File: config.mk
export PLATFORM = sky130hd
export DESIGN_NAME = enemy_shot
export DESIGN_NICKNAME = d
export VERILOG_FILES = /design/src/rtl/enemy_shot.sv
export SDC_FILE = /design/constraint.sdc
export NUM_CORES = 1
export LEC_CHECK = 0
export BUFFER_PORTS_ARGS = -buffer_cell sky130_fd_sc_hd__buf_2
export CAP_MARGIN = 20
export CORE_ASPECT_RATIO = 0.8
export CORE_MARGIN = 4
export CORE_UTILIZATION = 40
export CTS_CLUSTER_DIAMETER = 50
export DETAILED_ROUTE_END_ITERATION = 10
export MAX_ROUTING_LAYER = met4
export PLACE_DENSITY_LB_ADDON = 0.05
export SLEW_MARGIN = 15
export SYNTH_ARGS = -nofsm -noshare
export SYNTH_HDL_FRONTEND = slang
export SYNTH_SLANG_ARGS = --single-unit
File: constraint.sdc
create_clock -name clk -period 4.8 [get_ports clk]
set_clock_uncertainty 0.1 [all_clocks]
set_input_delay 0.96 -clock clk [delete_from_list [all_inputs] [get_ports clk]]
set_output_delay 0.96 -clock clk [all_outputs]
set_load 0.1 [all_outputs]
File: src/rtl/enemy_shot.sv
// ---------------------------------------------------------------------------
// enemy_shot
//
// Enemy projectile unit. It watches the shooter selection coming from the game
// engine. When the selection changes, it spawns one shot under the chosen
// enemy. The shot falls SHOT_SPEED pixels per frame until it leaves the screen
// or hits the player. Each hit removes one life. When the last life is lost,
// the player is reported dead back to the engine.
//
// Ports
//   clk              in   system clock
//   reset            in   asynchronous reset, active low
//   restart          in   synchronous game restart, active high
//   frame_tick       in   one-cycle pulse per video frame
//   ID_enemy_tiro_X  in   [5:0] linear index of the shooting enemy
//   ID_enemy_tiro_Y  in   [5:0] row of the shooting enemy
//   grid_x, grid_y   in   [9:0] top-left corner of the enemy grid
//   player_x         in   [9:0] left edge of the player sprite
//   shot_active      out  shot is on screen
//   shot_x, shot_y   out  [9:0] top position of the shot
//   hit_pulse        out  one-cycle pulse when the player is hit
//   lives            out  [1:0] remaining lives
//   jogador_vivo     out  player alive
// ---------------------------------------------------------------------------
module enemy_shot #(
  parameter int ENEMY_COLS = 8,
  parameter int SPACING_X  = 40,
  parameter int SPACING_Y  = 32,
  parameter int ENEMY_W    = 24,
  parameter int ENEMY_H    = 16,
  parameter int SHOT_H     = 8,
  parameter int SHOT_SPEED = 4,
  parameter int SCREEN_H   = 480,
  parameter int PLAYER_Y   = 440,
  parameter int PLAYER_W   = 32,
  parameter int PLAYER_H   = 16,
  parameter int LIVES      = 3
) (
  input  logic       clk,
  input  logic       reset,
  input  logic       restart,
  input  logic       frame_tick,
  input  logic [5:0] ID_enemy_tiro_X,
  input  logic [5:0] ID_enemy_tiro_Y,
  input  logic [9:0] grid_x,
  input  logic [9:0] grid_y,
  input  logic [9:0] player_x,
  output logic       shot_active,
  output logic [9:0] shot_x,
  output logic [9:0] shot_y,
  output logic       hit_pulse,
  output logic [1:0] lives,
  output logic       jogador_vivo
);

  localparam logic [15:0] COLS16     = 16'(ENEMY_COLS);
  localparam logic [15:0] SPX16      = 16'(SPACING_X);
  localparam logic [15:0] SPY16      = 16'(SPACING_Y);
  localparam logic [9:0]  X_OFF      = 10'(ENEMY_W / 2);
  localparam logic [9:0]  Y_OFF      = 10'(ENEMY_H);
  localparam logic [10:0] SPEED11    = 11'(SHOT_SPEED);
  localparam logic [10:0] SHOT_H11   = 11'(SHOT_H);
  localparam logic [10:0] SCREEN_H11 = 11'(SCREEN_H);
  localparam logic [10:0] P_TOP11    = 11'(PLAYER_Y);
  localparam logic [10:0] P_BOT11    = 11'(PLAYER_Y + PLAYER_H);
  localparam logic [10:0] P_W11      = 11'(PLAYER_W);
  localparam logic [1:0]  LIVES_INIT = 2'(LIVES);

  typedef enum logic [2:0] {
    S_IDLE,
    S_LOAD,
    S_FLY,
    S_HIT,
    S_DEAD
  } state_t;

  state_t      state_q, state_d;
  logic [11:0] prev_id_q;
  logic [11:0] pend_id_q, pend_id_d;
  logic        pend_q, pend_d;
  logic        shot_active_q, shot_active_d;
  logic [9:0]  shot_x_q, shot_x_d;
  logic [9:0]  shot_y_q, shot_y_d;
  logic        hit_pulse_q, hit_pulse_d;
  logic [1:0]  lives_q, lives_d;
  logic        vivo_q, vivo_d;

  logic [11:0] cur_id;
  logic        id_change;
  logic [15:0] pend_x16, pend_y16;
  logic [15:0] row_base, col_wide;
  logic        col_ok;
  logic [9:0]  spawn_x, spawn_y;
  logic [10:0] next_y;
  logic        miss, x_in, y_in;

  assign cur_id    = {ID_enemy_tiro_X, ID_enemy_tiro_Y};
  assign id_change = (cur_id != prev_id_q);

  // Column decode is done in 16 bits so that X < Y*ENEMY_COLS is caught
  // explicitly instead of wrapping into a small, seemingly valid column.
  assign pend_x16 = {10'd0, pend_id_q[11:6]};
  assign pend_y16 = {10'd0, pend_id_q[5:0]};
  assign row_base = pend_y16 * COLS16;
  assign col_wide = pend_x16 - row_base;
  assign col_ok   = (pend_x16 >= row_base) && (col_wide < COLS16);

  // Spawn position wraps at 10 bits like the rest of the screen coordinates.
  assign spawn_x = grid_x + 10'(col_wide * SPX16) + X_OFF;
  assign spawn_y = grid_y + 10'(pend_y16 * SPY16) + Y_OFF;

  // Movement and collision use one extra bit so that a shot close to the
  // bottom cannot wrap back to the top of the screen.
  assign next_y = {1'b0, shot_y_q} + SPEED11;
  assign miss   = (next_y >= SCREEN_H11);
  assign x_in   = ({1'b0, shot_x_q} >= {1'b0, player_x}) &&
                  ({1'b0, shot_x_q} <  ({1'b0, player_x} + P_W11));
  assign y_in   = ((next_y + SHOT_H11) > P_TOP11) && (next_y < P_BOT11);

  always_comb begin
    state_d       = state_q;
    pend_d        = pend_q;
    pend_id_d     = pend_id_q;
    shot_active_d = shot_active_q;
    shot_x_d      = shot_x_q;
    shot_y_d      = shot_y_q;
    hit_pulse_d   = 1'b0;
    lives_d       = lives_q;
    vivo_d        = vivo_q;

    // Single-entry request slot: the most recent change always wins.
    if (id_change) begin
      pend_d    = 1'b1;
      pend_id_d = cur_id;
    end

    unique case (state_q)
      S_IDLE: begin
        if (pend_q) begin
          state_d = S_LOAD;
        end
      end

      S_LOAD: begin
        // A change arriving in this same cycle is a new request and must
        // survive the consume.
        if (!id_change) begin
          pend_d = 1'b0;
        end
        if (col_ok) begin
          shot_x_d      = spawn_x;
          shot_y_d      = spawn_y;
          shot_active_d = 1'b1;
          state_d       = S_FLY;
        end else begin
          state_d = S_IDLE;
        end
      end

      S_FLY: begin
        if (frame_tick) begin
          if (miss) begin
            shot_active_d = 1'b0;
            state_d       = S_IDLE;
          end else if (x_in && y_in) begin
            shot_active_d = 1'b0;
            hit_pulse_d   = 1'b1;
            if (lives_q != 2'd0) begin
              lives_d = lives_q - 2'd1;
            end
            state_d = S_HIT;
          end else begin
            shot_y_d = next_y[9:0];
          end
        end
      end

      S_HIT: begin
        if (lives_q == 2'd0) begin
          vivo_d  = 1'b0;
          pend_d  = 1'b0;
          state_d = S_DEAD;
        end else begin
          state_d = S_IDLE;
        end
      end

      S_DEAD: begin
        pend_d = 1'b0;
      end

      default: begin
        state_d = S_IDLE;
      end
    endcase
  end

  always_ff @(posedge clk or negedge reset) begin
    if (!reset) begin
      state_q       <= S_IDLE;
      prev_id_q     <= 12'd0;
      pend_q        <= 1'b0;
      pend_id_q     <= 12'd0;
      shot_active_q <= 1'b0;
      shot_x_q      <= 10'd0;
      shot_y_q      <= 10'd0;
      hit_pulse_q   <= 1'b0;
      lives_q       <= LIVES_INIT;
      vivo_q        <= 1'b1;
    end else if (restart) begin
      state_q       <= S_IDLE;
      prev_id_q     <= 12'd0;
      pend_q        <= 1'b0;
      pend_id_q     <= 12'd0;
      shot_active_q <= 1'b0;
      shot_x_q      <= 10'd0;
      shot_y_q      <= 10'd0;
      hit_pulse_q   <= 1'b0;
      lives_q       <= LIVES_INIT;
      vivo_q        <= 1'b1;
    end else begin
      state_q       <= state_d;
      prev_id_q     <= cur_id;
      pend_q        <= pend_d;
      pend_id_q     <= pend_id_d;
      shot_active_q <= shot_active_d;
      shot_x_q      <= shot_x_d;
      shot_y_q      <= shot_y_d;
      hit_pulse_q   <= hit_pulse_d;
      lives_q       <= lives_d;
      vivo_q        <= vivo_d;
    end
  end

  assign shot_active  = shot_active_q;
  assign shot_x       = shot_x_q;
  assign shot_y       = shot_y_q;
  assign hit_pulse    = hit_pulse_q;
  assign lives        = lives_q;
  assign jogador_vivo = vivo_q;

endmodule
==> results of run 1 <==
## final timing paths
kind                       slack [ps]            to  cells after the start    startpoint
setup / recovery                 1240     shot_x[9]                     13  pend_id_q[0]
hold / removal                    390  jogador_vivo                      2  jogador_vivo
setup reg to reg                 1240     shot_x[9]                     13  pend_id_q[0]
hold reg to reg                   390  jogador_vivo                      2  jogador_vivo
max in group asynchronous        3220  jogador_vivo                      2         reset
min in group asynchronous         530     shot_y[4]                      1         reset
## layer usage
metal  share of wire  vias to the layer above  wire (µm)  track usage
met1            0.50                     1459       4560        0.229
met2            0.44                       59       4000        0.265
met4           0.016                        0        149       0.0429
met5               0                        -          0            -
li1                -                     1572          -            -
met3           0.038                       17        343       0.0335
## report_power, final
part | internal (mW) | total, mW | switching (mW)
registers | 0.459 | 0.470 | 0.0102
clock network | 0.248 | 0.421 | 0.174
logic | 0.123 | 0.269 | 0.145
## sequential cells by signal, indices dropped and copies added (netlist names)
name,cells
hit_pulse,1
jogador_vivo,1
lives,2
pend_id_q,12
pend_q,1
prev_id_q,12
shot_active,1
shot_x,10
shot_y,10
state_q,3
## critical path: cells and delay by family (launching register included)
family          cells  cell delay [ps]
xor+xnor            6             1020
buf+inv             1               60
flops               1              430
fa+ha+maj           5             1640
compound gates      1              210
## synthesized netlist by cell type, types with 2 or more instances
cell | instances | area share
a211o_1 | 4 | 0.0090
a211oi_1 | 5 | 0.0096
a21o_1 | 8 | 0.015
a21oi_1 | 35 | 0.045
and2_1 | 2 | 0.0032
and3_1 | 3 | 0.0048
and4b_1 | 3 | 0.0077
buf_2 | 2 | 0.0026
clkbuf_1 | 11 | 0.011
dfrtp_1 | 50 | 0.32
dfstp_2 | 3 | 0.020
fa_1 | 4 | 0.021
ha_1 | 45 | 0.14
inv_1 | 29 | 0.028
mux2i_1 | 15 | 0.039
nand2_1 | 22 | 0.021
nand2b_1 | 5 | 0.0080
nand3_1 | 11 | 0.014
nor2_1 | 36 | 0.035
nor2b_1 | 16 | 0.026
nor3_1 | 4 | 0.0051
nor4_1 | 6 | 0.0096
o211ai_1 | 3 | 0.0058
o21a_1 | 6 | 0.012
o21ai_0 | 7 | 0.0090
o21bai_1 | 6 | 0.012
o2bb2ai_1 | 2 | 0.0045
or3_1 | 2 | 0.0032
or3b_2 | 2 | 0.0045
xnor2_1 | 15 | 0.034
xor2_1 | 19 | 0.043
## kinds of logic (layout without fill, tap and decap cells)
logic type / Yosys count / after routing
buffers and inverters: 43 / 110
AO/OA/AOI/OAI: 90 / 90
adder cells (fa/ha/maj): 49 / 49
XOR/XNOR: 35 / 35
flip-flops: 53 / 53
AND/OR/NAND/NOR: 123 / 123
multiplexers: 16 / 16
## layout make-up
| type | instances | area, µm² | area share |
|---|---|---|---|
| multi-input combinational | 313 | 2400 | 0.531 |
| sequential | 53 | 1330 | 0.294 |
| timing repair buffer | 73 | 373 | 0.0824 |
| inverter | 29 | 109 | 0.0241 |
| clock buffer | 6 | 129 | 0.0285 |
| clock inverter | 2 | 38.8 | 0.00858 |
| tap | 115 | 144 | 0.0318 |
## through the flow
| step | utilization | instance area [µm²] | total power [mW] |
|---|---|---|---|
| 2_1_floorplan | - | 3900 | 0.673 |
| 3_3_place_gp | 0.470 | 4360 | 0.745 |
| 3_5_place_dp | 0.470 | 4360 | 0.751 |
| 4_1_cts | 0.488 | 4520 | 1.18 |
| 5_1_grt | 0.488 | 4520 | 1.23 |
| 6_report | 0.488 | 4520 | 1.16 |
==> out/summary.txt, run 1 <==
Largest family of logic cells by synthesized area = simple AND/OR/NAND/NOR gates
Post-Syn Instances = 409
# diodes = 0
Layout cell share with drive strength beyond 1 = 0.200
Total track usage = 0.170
Routed WL = 9050 µm
Root Buffer = clkbuf_16
Post-DRT Antenna Nets = 0
Final setup viols = 0
Final worst path period share = 0.742
Initial core utilization = 0.420
Most frequent cells in the layout = buf_2 (70), dfrtp_1 (50), ha_1 (45)
Status = finished clean
Core Box Area = 9270 µm²
Cell Area, Synth = 3900 µm²
Hold slack final = 385 ps
Chip Width = 118 µm
Largest net degree at the start of global routing = 36
WL/cell = 15.3 µm
Setup Fix Bufs, Post-CTS = 0
Crit path max fanout = 4
# resized after CTS = 0
Longest Clk Path Bufs = 2
RSZ-0062 raised after global routing = false
DR DRC count = 0
Synth Area in Compound Gates = 0.155
Min-delay worst type = register to register
Cells after DPL = 583
Maxcap violations = 0
Setup crit start kind = register
Mapped Nets = 504
Leading cell type in the layout, fill and taps excluded = buf_2
FFs w/ async S/R, synth = 1.00
CP Capture Type = register
Setup TNS Final = 0 ps
Antenna violations before repair = 0
Mux share of post-synthesis cell area = 0.0424
Standard-cell row count = 31
Setup WS post-layout = 1240 ps
CP peak stage delay = 450 ps
GPL Wtd Cong = 0.848
Vias = 3107
Fin crit period = 3560 ps
Post-synthesis adder-cell area fraction = 0.165
PortBufs = 70
Gr ovfl total = 0
Yosys reg bits = 53
Main synth FF type = dfrtp_1
Yosys cell types = 59
Peak VDD IR = 0.000164 V
Critical path's slowest cell = fa_1
CP Data Arrival Time = 3670 ps
Clock transition at path regs = 70 ps
Post-place setup slack = 1220 ps
Clk_lat worst skew = 300 ps
Worst slew margin = 0.436
Sequential element share of the synthesized area = 0.341
Cts hold-fix bufs = 0
CP Cell Sequence = ha_1 -> inv_1 -> fa_1 -> ha_1 -> fa_1 -> xor2_1 -> ha_1 -> xor2_1 -> xnor2_1 -> xnor2_1 -> xnor3_1 -> xnor2_1 -> a211oi_1
Die area = 11400 µm²
Lkg Pwr = 2.36 nW
Vias in the first global route = 3080
Global-route wire length before repair = 15100 µm
Max Freq = 0.281 GHz
Synthesis-to-finish area growth = 16.1%
Fillers = 919
Fin cells = 591
I/O pins = 71
Slew Limit Fails = 0
TritonRoute pass-1 iters = 4
Post-synth EDFFs = 0
Detail Placement HPWL = 6920 µm
Num CTS Buffers = 5
Worst endpoint required time = 4910 ps
Crit Path Class = register to register
Simple-gate share of the synthesized area = 0.171
Ys Warns = 0
Xor/xnor share of the synthesized area = 0.0822
Vias/cell = 5.26
Least-Margin Pin Slew = 844 ps
H-tree Lvls = 2
Pwr dens = 256 nW/µm²
Die height = 96.3 µm
Count of final hold-check violations = 0
Clock sink count = 53
NumNets Final = 570
DR iter-0 viols = 130
CTS tree = done
Syn avg cell area = 9.53 µm²
Power figures use the tool's default switching activity.
==> run 2: changes to the inputs <==
Clock period 4.8 ns to 3.15 ns, I/O delays scaled along.
==> out/summary.txt, run 2 (synthesis results as in run 1) <==
Synthesis-to-finish area growth = 20.8% (was 16.1%)
Crit Path Class = register to register (unchanged)
# diodes = 0 (unchanged)
Min-delay worst type = primary input to async pin (was register to register)
CTS tree = done (unchanged)
Failing checks = setup timing
WL/cell = 15.1 µm (was 15.3 µm)
Pwr Total = 1.75 mW (was 1.16 mW)
Clock transition at path regs = 70 ps (about the same)
I/O pins = 71 (unchanged)
Chip Width = 118 µm (unchanged)
Least-Margin Pin Slew = 749 ps (was 844 ps)
Maxcap violations = 0 (unchanged)
PortBufs = 70 (unchanged)
Worst Path Buf+Inv = 2 (was 1)
Comb power frac = 0.267 (was 0.232)
Final worst path period share = 1.04 (was 0.742)
CP Capture Type = register (unchanged)
Final setup viols = 1 (was 0)
Levels on crit path = 14 (was 13)
Post-place setup slack = -283 ps (was 1220 ps)
Clk pwr share = 0.324 (was 0.363)
Layout cell share with drive strength beyond 1 = 0.258 (was 0.200)
R2r endpoint = shot_x[9] (unchanged)
Sw Ratio = 0.299 (was 0.284)
Peak VDD IR = 0.000219 V (was 0.000164 V)
Slew Limit Fails = 0 (unchanged)
Vias = 3123 (was 3107)
Longest Clk Path Bufs = 2 (unchanged)
CP peak stage delay = 550 ps (was 450 ps)
GPL Wtd Cong = 0.840 (was 0.848)
CP Data Arrival Time = 3370 ps (was 3670 ps)
Standard-cell row count = 31 (unchanged)
Die area = 11400 µm² (unchanged)
DR DRC count = 0 (unchanged)
Root Buffer = clkbuf_16 (unchanged)
Fillers = 897 (was 919)
Post-DRT Antenna Nets = 0 (unchanged)
CP startpoint = pend_id_q[9] (was pend_id_q[0])
Setup WS post-layout = -116 ps (was 1240 ps)
CP delay by family, top = adder cells (unchanged)
Vias in the first global route = 3166 (was 3080)
Lkg Pwr = 2.42 nW (was 2.36 nW)
Num CTS Buffers = 5 (unchanged)
Crit path max fanout = 2 (was 4)
TritonRoute pass-1 iters = 4 (unchanged)
Leading cell type in the layout, fill and taps excluded = buf_2 (unchanged)
Status = complete, but fails checks (was finished clean)
Cts hold-fix bufs = 0 (unchanged)
CP Cell Sequence = inv_2 -> ha_4 -> inv_2 -> fa_2 -> ha_4 -> fa_2 -> xor2_1 -> ha_2 -> xor2_2 -> xnor2_2 -> xnor2_1 -> xnor3_1 -> xnor2_1 -> a211oi_1 (was ha_1 -> inv_1 -> fa_1 -> ha_1 -> fa_1 -> xor2_1 -> ha_1 -> xor2_1 -> xnor2_1 -> xnor2_1 -> xnor3_1 -> xnor2_1 -> a211oi_1)
Pwr dens = 371 nW/µm² (was 256 nW/µm²)
Worst endpoint required time = 3260 ps (was 4910 ps)
Finished Core Util = 0.508 (was 0.488)
H-tree Lvls = 2 (unchanged)
R2R cell count = 14 (was 13)
Worst slew margin = 0.501 (was 0.436)
Core Box Area = 9270 µm² (unchanged)
Max Freq = 0.306 GHz (was 0.281 GHz)
Routed WL = 9180 µm (was 9050 µm)
Crit path to = shot_x[9] (unchanged)
Die height = 96.3 µm (unchanged)
DR iter-0 viols = 111 (was 130)
Total track usage = 0.177 (was 0.170)
Initial core utilization = 0.420 (unchanged)
Flop2flop setup slack = -120 ps (was 1240 ps)
Largest registers = pend_id_q (12), prev_id_q (12) (unchanged)
Antenna violations before repair = 0 (unchanged)
Clock sink count = 53 (unchanged)
Setup crit start kind = register (unchanged)
Detail Placement HPWL = 7000 µm (was 6920 µm)
Clk_lat worst skew = 300 ps (about the same)
Critical path's slowest cell = fa_2 (was fa_1)
Largest net degree at the start of global routing = 42 (was 36)
Worst R2R Start = pend_id_q[9] (was pend_id_q[0])
NumNets Final = 586 (was 570)
RSZ-0062 raised after global routing = true (was false)
Pint = 1.22 mW (was 0.831 mW)
Vias/cell = 5.14 (was 5.26)
Seq pwr share = 0.410 (was 0.405)
Fin crit period = 3270 ps (was 3560 ps)
Most frequent cells in the layout = buf_2 (70), dfrtp_1 (48), ha_1 (40) (was buf_2 (70), dfrtp_1 (50), ha_1 (45))
Count of final hold-check violations = 0 (unchanged)
Global-route wire length before repair = 15700 µm (was 15100 µm)
Gr ovfl total = 0 (unchanged)
Sw Pwr = 0.522 mW (was 0.329 mW)
[run 2: power by group through the flow]
stage,clock [mW],combinational (mW),sequential [mW]
global route,0.610,0.530,0.719
CTS,0.587,0.463,0.716
detailed placement,0,0.441,0.729
finish,0.565,0.466,0.716
global placement,0,0.435,0.729
floorplan,0,0.289,0.745
[run 2: how the worst min path moves through the flow]
stage,cells past startpoint,startpoint,end,slack [ps]
after CTS,1,reset,shot_x[1],130
final,1,reset,shot_x[1],120
after global placement,2,jogador_vivo,jogador_vivo,360
after floorplan,0,reset,hit_pulse,230
after global routing,1,reset,shot_x[1],150
after detailed placement,2,jogador_vivo,jogador_vivo,360
[run 2: repair_timing]
action                                  CTS  global route
setup buffers                             1             0
gates resized for setup                   7             2
gates cloned                              0             0
pin swaps                                13             4
endpoints found under the setup margin    3            14
[run 2: metrics by stage]
| step | area, µm² | setup TNS, ps | hold slack, ps | cells |
|---|---|---|---|---|
| after CTS | 4690 | -174 | 134 | 607 |
| after global routing | 4710 | -1300 | 148 | 607 |
| after floorplan | 3920 | -153 | 234 | 409 |
| after global placement | 4490 | -365 | 363 | 598 |
| after detailed placement | 4490 | -482 | 365 | 598 |
| final | 4710 | -116 | 123 | 607 |
[run 2: cell type report]
| class | instances | area, µm² | area share |
|---|---|---|---|
| repair buffers | 89 | 493 | 0.105 |
| clock buffers | 5 | 125 | 0.0266 |
| well taps | 115 | 144 | 0.0306 |
| multi-input cells | 313 | 2480 | 0.528 |
| clock inverters | 3 | 21.3 | 0.00452 |
| inverters | 29 | 109 | 0.0231 |
| flip-flops and latches | 53 | 1330 | 0.283 |
[run 2: routing by layer]
metal | up-vias | wire length [µm] | track usage
met2 | 52 | 4060 | 0.277
li1 | 1599 | - | -
met4 | 0 | 108 | 0.0498
met5 | - | 0 | -
met3 | 10 | 391 | 0.0376
met1 | 1462 | 4620 | 0.236
